`src/rtl/branch_target_buffer_pkg.sv`:
```
// Shared BTB definitions: FSM state encodings plus PC index/tag slicing macros,
// also used by the ID-stage direction predictor.
`ifndef BRANCH_TARGET_BUFFER_PKG_SV
`define BRANCH_TARGET_BUFFER_PKG_SV

`define BTB_PC_IDX(pc, ib) pc[(ib)+1:2]
`define BTB_PC_TAG(pc, ib) pc[31:(ib)+2]

package branch_target_buffer_pkg;

    typedef enum logic {
        BTB_ST_SWEEP = 1'b0,
        BTB_ST_IDLE  = 1'b1
    } btb_state_e;

    localparam int BTB_PC_W = 32;

endpackage

`endif

```
`src/rtl/branch_target_buffer_if.sv`:
```
// Fetch/MEM-side bundle of the branch target buffer.
// Optional BTB_STATS_EN adds the statistics counters to the bundle.
interface branch_target_buffer_if;
    import branch_target_buffer_pkg::*;

    logic [BTB_PC_W-1:0] lookup_pc;
    logic                lookup_valid;
    logic                hit;
    logic [BTB_PC_W-1:0] hit_target;
    logic                update_valid;
    logic [BTB_PC_W-1:0] update_pc;
    logic [BTB_PC_W-1:0] update_target;
    logic                update_taken;
    logic                invalidate_req;
    logic                busy;
`ifdef BTB_STATS_EN
    logic [31:0]         stat_lookups;
    logic [31:0]         stat_hits;
    logic [31:0]         stat_updates;

    modport master (
        output lookup_pc, lookup_valid, update_valid, update_pc, update_target,
               update_taken, invalidate_req,
        input  hit, hit_target, busy, stat_lookups, stat_hits, stat_updates
    );
    modport slave (
        input  lookup_pc, lookup_valid, update_valid, update_pc, update_target,
               update_taken, invalidate_req,
        output hit, hit_target, busy, stat_lookups, stat_hits, stat_updates
    );
`else
    modport master (
        output lookup_pc, lookup_valid, update_valid, update_pc, update_target,
               update_taken, invalidate_req,
        input  hit, hit_target, busy
    );
    modport slave (
        input  lookup_pc, lookup_valid, update_valid, update_pc, update_target,
               update_taken, invalidate_req,
        output hit, hit_target, busy
    );
`endif
endinterface

```
`src/rtl/branch_target_buffer_entry_ram.sv`:
```
// BTB entry storage {valid, tag, target}: combinational lookup read, a valid/tag
// probe for update matching, one write port, and a sweep clear of valid.
module btb_entry_ram #(
    parameter int IDX_BITS = 4,
    parameter int TAG_BITS = 26
) (
    input  logic                clk,
    input  logic [IDX_BITS-1:0] rd_idx,
    output logic                rd_valid,
    output logic [TAG_BITS-1:0] rd_tag,
    output logic [31:0]         rd_target,
    input  logic [IDX_BITS-1:0] probe_idx,
    output logic                probe_valid,
    output logic [TAG_BITS-1:0] probe_tag,
    input  logic                wr_en,
    input  logic [IDX_BITS-1:0] wr_idx,
    input  logic                wr_valid,
    input  logic [TAG_BITS-1:0] wr_tag,
    input  logic [31:0]         wr_target,
    input  logic                clr_en,
    input  logic [IDX_BITS-1:0] clr_idx
);
    localparam int ENTRIES = 1 << IDX_BITS;

    // Deliberately unreset so the arrays map onto RAM; the sweep owns valid.
    logic [ENTRIES-1:0] valid_q;
    logic [TAG_BITS-1:0] tag_q    [ENTRIES];
    logic [31:0]         target_q [ENTRIES];

    always_ff @(posedge clk) begin
        if (clr_en) begin
            valid_q[clr_idx] <= 1'b0;
        end else if (wr_en) begin
            valid_q[wr_idx]  <= wr_valid;
            tag_q[wr_idx]    <= wr_tag;
            target_q[wr_idx] <= wr_target;
        end
    end

    assign rd_valid    = valid_q[rd_idx];
    assign rd_tag      = tag_q[rd_idx];
    assign rd_target   = target_q[rd_idx];
    assign probe_valid = valid_q[probe_idx];
    assign probe_tag   = tag_q[probe_idx];
endmodule

```
`src/rtl/branch_target_buffer.sv`:
```
// Direct-mapped branch target buffer for the IF stage with a valid-clear sweep.
// Optional statistics counters are built when BTB_STATS_EN is defined.
module branch_target_buffer
    import branch_target_buffer_pkg::*;
#(
    parameter int IDX_BITS = 4
) (
    input  logic                 clk,
    input  logic                 rst_n,
    branch_target_buffer_if.slave bus
);
    localparam int TAG_BITS = 30 - IDX_BITS;

    btb_state_e          state_q, state_d;
    logic [IDX_BITS-1:0] sweep_idx_q, sweep_idx_d;
    logic                busy;
    logic                upd_accept;
    logic                upd_match;
    logic                rd_valid, probe_valid;
    logic [TAG_BITS-1:0] rd_tag, probe_tag;
    logic [31:0]         rd_target;
    logic                hit;

    always_ff @(posedge clk or negedge rst_n) begin
        if (!rst_n) begin
            state_q     <= BTB_ST_SWEEP;
            sweep_idx_q <= '0;
        end else begin
            state_q     <= state_d;
            sweep_idx_q <= sweep_idx_d;
        end
    end

    always_comb begin
        state_d     = state_q;
        sweep_idx_d = sweep_idx_q;
        case (state_q)
            BTB_ST_SWEEP: begin
                if (bus.invalidate_req) begin
                    sweep_idx_d = '0;
                end else if (&sweep_idx_q) begin
                    state_d     = BTB_ST_IDLE;
                    sweep_idx_d = '0;
                end else begin
                    sweep_idx_d = sweep_idx_q + 1'b1;
                end
            end
            BTB_ST_IDLE: begin
                if (bus.invalidate_req) begin
                    state_d     = BTB_ST_SWEEP;
                    sweep_idx_d = '0;
                end
            end
            default: begin
                state_d     = BTB_ST_SWEEP;
                sweep_idx_d = '0;
            end
        endcase
    end

    always_comb begin
        busy       = (state_q == BTB_ST_SWEEP);
        // An invalidate in the same cycle wins over the update.
        upd_accept = (state_q == BTB_ST_IDLE) && bus.update_valid && !bus.invalidate_req;
    end

    assign upd_match = probe_valid && (probe_tag == `BTB_PC_TAG(bus.update_pc, IDX_BITS));

    btb_entry_ram #(
        .IDX_BITS (IDX_BITS),
        .TAG_BITS (TAG_BITS)
    ) u_ram (
        .clk         (clk),
        .rd_idx      (`BTB_PC_IDX(bus.lookup_pc, IDX_BITS)),
        .rd_valid    (rd_valid),
        .rd_tag      (rd_tag),
        .rd_target   (rd_target),
        .probe_idx   (`BTB_PC_IDX(bus.update_pc, IDX_BITS)),
        .probe_valid (probe_valid),
        .probe_tag   (probe_tag),
        .wr_en       (upd_accept && (bus.update_taken || upd_match)),
        .wr_idx      (`BTB_PC_IDX(bus.update_pc, IDX_BITS)),
        .wr_valid    (bus.update_taken),
        .wr_tag      (`BTB_PC_TAG(bus.update_pc, IDX_BITS)),
        .wr_target   (bus.update_target),
        .clr_en      (busy),
        .clr_idx     (sweep_idx_q)
    );

    assign hit = bus.lookup_valid && !busy && rd_valid &&
                 (rd_tag == `BTB_PC_TAG(bus.lookup_pc, IDX_BITS));

    assign bus.hit        = hit;
    assign bus.hit_target = hit ? rd_target : 32'h0;
    assign bus.busy       = busy;

`ifdef BTB_STATS_EN
    logic [31:0] stat_lookups_q, stat_hits_q, stat_updates_q;
    logic        lookup_counted;

    assign lookup_counted = bus.lookup_valid && !busy;

    // Saturating counters; an invalidate leaves them untouched.
    always_ff @(posedge clk or negedge rst_n) begin
        if (!rst_n) begin
            stat_lookups_q <= '0;
            stat_hits_q    <= '0;
            stat_updates_q <= '0;
        end else begin
            if (lookup_counted && !(&stat_lookups_q)) stat_lookups_q <= stat_lookups_q + 32'd1;
            if (hit && !(&stat_hits_q))               stat_hits_q    <= stat_hits_q + 32'd1;
            if (upd_accept && !(&stat_updates_q))     stat_updates_q <= stat_updates_q + 32'd1;
        end
    end

    assign bus.stat_lookups = stat_lookups_q;
    assign bus.stat_hits    = stat_hits_q;
    assign bus.stat_updates = stat_updates_q;
`endif
endmodule
```
`src/flat_wrapper.sv`:
```
// flat-port wrapper written by rule: the top's interface ports become plain ports
module branch_target_buffer_flat import branch_target_buffer_pkg::*;
#(
    parameter int IDX_BITS = 4
)
  (clk, rst_n, bus_lookup_pc, bus_lookup_valid, bus_update_valid, bus_update_pc, bus_update_target, bus_update_taken, bus_invalidate_req, bus_hit, bus_hit_target, bus_busy);
  branch_target_buffer_if bus_i ();
  input  logic clk;
  input  logic rst_n;
  input wire logic [$bits(bus_i.lookup_pc)-1:0] bus_lookup_pc;
  input wire logic [$bits(bus_i.lookup_valid)-1:0] bus_lookup_valid;
  input wire logic [$bits(bus_i.update_valid)-1:0] bus_update_valid;
  input wire logic [$bits(bus_i.update_pc)-1:0] bus_update_pc;
  input wire logic [$bits(bus_i.update_target)-1:0] bus_update_target;
  input wire logic [$bits(bus_i.update_taken)-1:0] bus_update_taken;
  input wire logic [$bits(bus_i.invalidate_req)-1:0] bus_invalidate_req;
  output wire logic [$bits(bus_i.hit)-1:0] bus_hit;
  output wire logic [$bits(bus_i.hit_target)-1:0] bus_hit_target;
  output wire logic [$bits(bus_i.busy)-1:0] bus_busy;
  assign bus_i.lookup_pc = bus_lookup_pc;
  assign bus_i.lookup_valid = bus_lookup_valid;
  assign bus_i.update_valid = bus_update_valid;
  assign bus_i.update_pc = bus_update_pc;
  assign bus_i.update_target = bus_update_target;
  assign bus_i.update_taken = bus_update_taken;
  assign bus_i.invalidate_req = bus_invalidate_req;
  assign bus_hit = bus_i.hit;
  assign bus_hit_target = bus_i.hit_target;
  assign bus_busy = bus_i.busy;
  branch_target_buffer #(.IDX_BITS(IDX_BITS)) u_core (.clk(clk), .rst_n(rst_n), .bus(bus_i));
endmodule
```
`config.mk`:
```
export PLATFORM = sky130hd
export DESIGN_NAME = branch_target_buffer_flat
export DESIGN_NICKNAME = d
export VERILOG_FILES = /design/src/rtl/branch_target_buffer_pkg.sv /design/src/rtl/branch_target_buffer_if.sv /design/src/rtl/branch_target_buffer_entry_ram.sv /design/src/rtl/branch_target_buffer.sv /design/src/flat_wrapper.sv
export SDC_FILE = /design/constraint.sdc
export NUM_CORES = 1
export LEC_CHECK = 0
export BUFFER_PORTS_ARGS = -buffer_cell sky130_fd_sc_hd__buf_2
export CAP_MARGIN = 0
export CELL_PAD_IN_SITES_DETAIL_PLACEMENT = 1
export CELL_PAD_IN_SITES_GLOBAL_PLACEMENT = 2
export CORE_ASPECT_RATIO = 1.5
export CORE_UTILIZATION = 28
export CTS_CLUSTER_DIAMETER = 80
export CTS_CLUSTER_SIZE = 24
export DETAILED_ROUTE_END_ITERATION = 16
export PLACE_DENSITY_LB_ADDON = 0.12
export SLEW_MARGIN = 20
export SYNTH_ARGS = -nofsm -noshare
export SYNTH_HDL_FRONTEND = slang
export SYNTH_SLANG_ARGS = --single-unit
```
`constraint.sdc`:
```
create_clock -name clk -period 10.4 [get_ports clk]
set_input_delay 0.52 -clock clk [delete_from_list [all_inputs] [get_ports clk]]
set_output_delay 0.52 -clock clk [all_outputs]
set_load 0.005 [all_outputs]
```
==> run summary <==
The number of nets in the synthesized netlist is 2051. The power density relative to cell area works out to 152 nW/um^2. Once the clock tree was built, the setup fixing pass inserted 0 buffers. Counting both buffers and inverters, the worst setup path holds a total of 4. In this run the worst path has a maximum fanout of 67.

The part of the total power dissipated in the clock network came out at 0.318. Compared with the post-synthesis result, the final layout area differs by 11.4%. For the total routing usage reported by global routing, the log shows 0.175. The flip-flop and latch count after synthesis works out to 949. Using the TritonRoute via totals, the vias-per-cell ratio works out to 5.13.

The area of the die is 148000 um^2, and the height of the chip is 471 um. Setup repair after global routing left no endpoint under its margin. Total power: 6.97 mW. The count of flip-flops with a built-in enable after synthesis came out at 944. The proportion of register bits with asynchronous set or reset after synthesis came out at 0.00527. The count of nets left with antenna violations once routing finished came out at 0. The final critical-path share of the clock period works out to 0.597. The count of boundary I/O pins was 136.

After synthesis, the most frequently instantiated cells are sky130_fd_sc_hd__edfxtp_1, sky130_fd_sc_hd__mux4_2, sky130_fd_sc_hd__mux2i_1, sky130_fd_sc_hd__clkbuf_1, sky130_fd_sc_hd__buf_2. The maximum clock rate came out at 0.161 GHz. Buffer type at the clock tree root: sky130_fd_sc_hd__clkbuf_16.

After clock tree synthesis, the clock-pin slew on the worst setup and hold paths is 0.09 ns. The final number of setup-violating endpoints was 0; the cell count of the worst reg-to-reg path was 10. The logs give 0.134 mV for the worst-case vdd ir drop and 0.68 ns for the clock insertion delay at the later pin of the skew report.

For the number of antenna violations at the first check in global routing, the log shows 16. The signal on the critical path passes through buf_8, buf_4, mux4_2, mux4_2, xnor2_1, nand4_1, or4_1, nor3_1, nand4_1, buf_4, nor2b_1, buf_2. The share of the synthesized area in the top cell type is 0.691. In this run, CTS created clock tree buffers numbering 50.

For the pin with the worst max-slew slack, the measured transition is 1.12 ns. The type of the tightest min-delay check is in -> reg. The terminus of the critical flop-to-flop path was u_core.u_ram.target_q[0][23].

The run gives 0 as the count of synthesis-stage warnings from yosys. Combinational group share of total power: 0.077. In this run the number of H-tree levels came out at 2.

In this run the cell area of the synthesized design comes to 41000 um^2. The setup check on the worst reg-to-reg path leaves a slack of 4.28 ns. For this run, the slowest stage of the critical path takes 0.75 ns. The post-synthesis area per instance came out at 21.1 um^2.

Summed over all layers, the global routing overflow is 0. The tools report the number of global-route vias before repair as 23.0k. The worst setup path is launched from an input pin.

The most critical setup path has its startpoint at bus_lookup_pc[2]. The shortest clock period the worst path allows after layout is 6.21 ns. Number of iterations in the first detailed-routing pass: 7. The logs give 182000 um for the first-pass GRT wire length and 0 for the final max-slew violation count. The clock passes through at most 3 buffers. The most common cell in the synthesized netlist is sky130_fd_sc_hd__edfxtp_1. Instance count of the mapped netlist: 1945. TritonCTS built the clock tree. For the worst setup path, the data required time is 9.88 ns. The power share of the sequential group came out at 0.605. Number of inserted filler cells in the final layout: 14.5k. The proportion of layout cells with a drive suffix above 1 is 0.322, and the total half-perimeter wirelength after legalization and detailed placement is 75200 um. The startpoint identified for the worst register-to-register timing path is u_core.state_q. At the worst endpoint, the arrival time is 5.69 ns. Switching share of total power: 0.234. The number of failing hold endpoints at the final stage was 0; the number of clock sinks was 949.

Between clock sinks in the finished design, the worst skew comes to 0.0520 ns. The wire length per cell works out to 32.3 um. Kind of end point of the critical path: an output port.

The first routing iteration left 1396 violations. Routability-driven placement finished with a final weighted congestion of 0.756. The sequential element share of the synthesized area came out at 0.694. The destination of the worst hold path is u_core.sweep_idx_q[2].

The final total negative setup slack is 0 ns, and the routed via count is 20.4k. For this design the total switching power over the nets is 1.63 mW. The run gives 13.9 nW as the static power due to leakage. Kind of cell with the highest combined delay on the critical path: buffers and inverters. The logs give 2169 for the net count of the finished layout and 68 for the pin count of the biggest net entering global routing. The critical path is of the in -> out type. Among all stages on the critical path, the largest delay is contributed by sky130_fd_sc_hd__buf_4. By area the synthesized netlist is led by sky130_fd_sc_hd__edfxtp_1, sky130_fd_sc_hd__mux4_2, sky130_fd_sc_hd__mux2i_1.

For the sum of routed wire length over all layers, the log shows 129000 um. The tools report the area of the core as 145000 um^2. Number of violations of the max-capacitance limit: 0. The initial cell density of the core was 0.283; the number of cells traversed by the worst hold path was 2. The max-slew headroom at the worst pin came out at 0.245.

The logs give 5.34 mW for the internal portion of total power and 53 for the number of unique standard cell types used by synthesis. In this run the tool buffered the top-level ports with 131 buffer cells. The most common flop cell mapped by yosys was sky130_fd_sc_hd__edfxtp_1. The run finished with clean final reports. The horizontal extent of the die was 314 um; the DRC violation count after routing was 0. The number of placement rows was 171. The biggest area contributor in the post-synthesis netlist is sky130_fd_sc_hd__edfxtp_1.

In this run the most critical hold path is launched from bus_invalidate_req.
[flip-flops by register name (all words and copies together) (netlist names)]
signal	count
u_core.u_ram.target_q	512
u_core.u_ram.tag_q	416
u_core.u_ram.valid_q	16
u_core.sweep_idx_q	4
u_core.state_q	1
[power by group through the flow]
stage	sequential [mW]	combinational (mW)	clock, mW
after floorplan	4.30	0.326	0
after global placement	4.30	0.544	0
after detailed placement	4.31	0.551	0
after CTS	4.22	0.554	2.31
after global routing	4.22	0.577	2.40
final	4.22	0.535	2.21
[what timing repair did]
item / CTS / global route
hold endpoints to repair: 5 / 0
gates resized for setup: 0 / 0
hold buffers: 1 / 0
[worst register-to-register path, stage by stage (launching register included)]
cell                        delay, ns
sky130_fd_sc_hd__dfrtp_1         0.75
sky130_fd_sc_hd__clkinv_1        1.07
sky130_fd_sc_hd__nor3b_1         0.77
sky130_fd_sc_hd__o31ai_1         0.17
sky130_fd_sc_hd__a2111oi_0       0.61
sky130_fd_sc_hd__nand4_1         0.21
sky130_fd_sc_hd__nor4b_1         0.30
sky130_fd_sc_hd__o211ai_1        0.13
sky130_fd_sc_hd__buf_4           0.32
sky130_fd_sc_hd__a211oi_4        0.84
sky130_fd_sc_hd__buf_12          0.48
[per-layer routing]
metal,wire length (um),vias to the layer above,part of all wire,global-route usage
li1,-,8478,-,-
met1,53200,11414,0.41,0.220
met2,68100,399,0.53,0.314
met3,4330,131,0.034,0.0217
met4,3090,20,0.024,0.0440
met5,125,-,0.00097,0
[final cells by class]
type / instances / area, um^2 / area share
clock buffer: 52 / 1260 / 0.0275
tap: 1903 / 2380 / 0.0521
inverter: 12 / 45.0 / 0.000986
clock inverter: 19 / 220 / 0.00482
multi-input combinational: 854 / 12100 / 0.264
antenna: 1 / 2.50 / 0.0000548
timing repair buffer: 196 / 1240 / 0.0272
sequential: 949 / 28500 / 0.623
[kinds of logic (layout without fill, tap and decap cells)]
kind of cell / count (synthesis) / count (layout) / synth area share
DFF: 949 / 949 / 0.694
muxes: 479 / 479 / 0.230
and+or+nand+nor: 183 / 183 / 0.0230
buffers and inverters: 142 / 279 / 0.0162
AOI/OAI and AO/OA: 126 / 126 / 0.0224
xor gates and xnor gates: 62 / 62 / 0.0132
adders and majority gates: 4 / 4 / 0.00122
other: 0 / 1 / 0
[how the worst max path moves through the flow]
stage,end,cells past startpoint
finish,bus_hit_target[1],12
global route,u_core.u_ram.target_q[0][23],10
CTS,bus_hit_target[14],12
detailed placement,u_core.u_ram.target_q[0][23],13
global placement,u_core.u_ram.target_q[11][24],13
floorplan,u_core.u_ram.tag_q[10][0],11
[stage by stage]
step                      cells  hold WS [ns]  worst slack [ns]  instance area (um^2)  utilization
after floorplan            1945         0.224              2.58                 41000            -
after global placement     3912         0.342              3.15                 44200        0.305
after detailed placement   3913         0.347              3.50                 44200        0.305
after CTS                  3985        0.0985              4.08                 45700        0.315
after global routing       3985         0.123              3.80                 45700        0.315
final                      3986         0.146              4.19                 45700        0.315
[placed cells by master, fill, tap and decap left out, types with 9 or more instances in the layout]
cell type,n
sky130_fd_sc_hd__nor3_1,24
sky130_fd_sc_hd__clkbuf_16,50
sky130_fd_sc_hd__buf_4,61
sky130_fd_sc_hd__nor2_1,31
sky130_fd_sc_hd__o21ai_0,23
sky130_fd_sc_hd__mux2_2,20
sky130_fd_sc_hd__a211oi_4,16
sky130_fd_sc_hd__nand2b_1,9
sky130_fd_sc_hd__o41ai_1,16
sky130_fd_sc_hd__a22oi_1,11
sky130_fd_sc_hd__xnor2_1,37
sky130_fd_sc_hd__nand4_1,9
sky130_fd_sc_hd__nand3_1,24
sky130_fd_sc_hd__inv_1,11
sky130_fd_sc_hd__nand2_1,28
sky130_fd_sc_hd__xor2_1,25
sky130_fd_sc_hd__nor2b_1,39
sky130_fd_sc_hd__edfxtp_1,944
sky130_fd_sc_hd__a221oi_1,10
sky130_fd_sc_hd__buf_2,124
sky130_fd_sc_hd__mux4_2,367
sky130_fd_sc_hd__mux2i_1,92
sky130_fd_sc_hd__o22ai_1,15
Note: power is estimated with default switching activity, not from simulation.
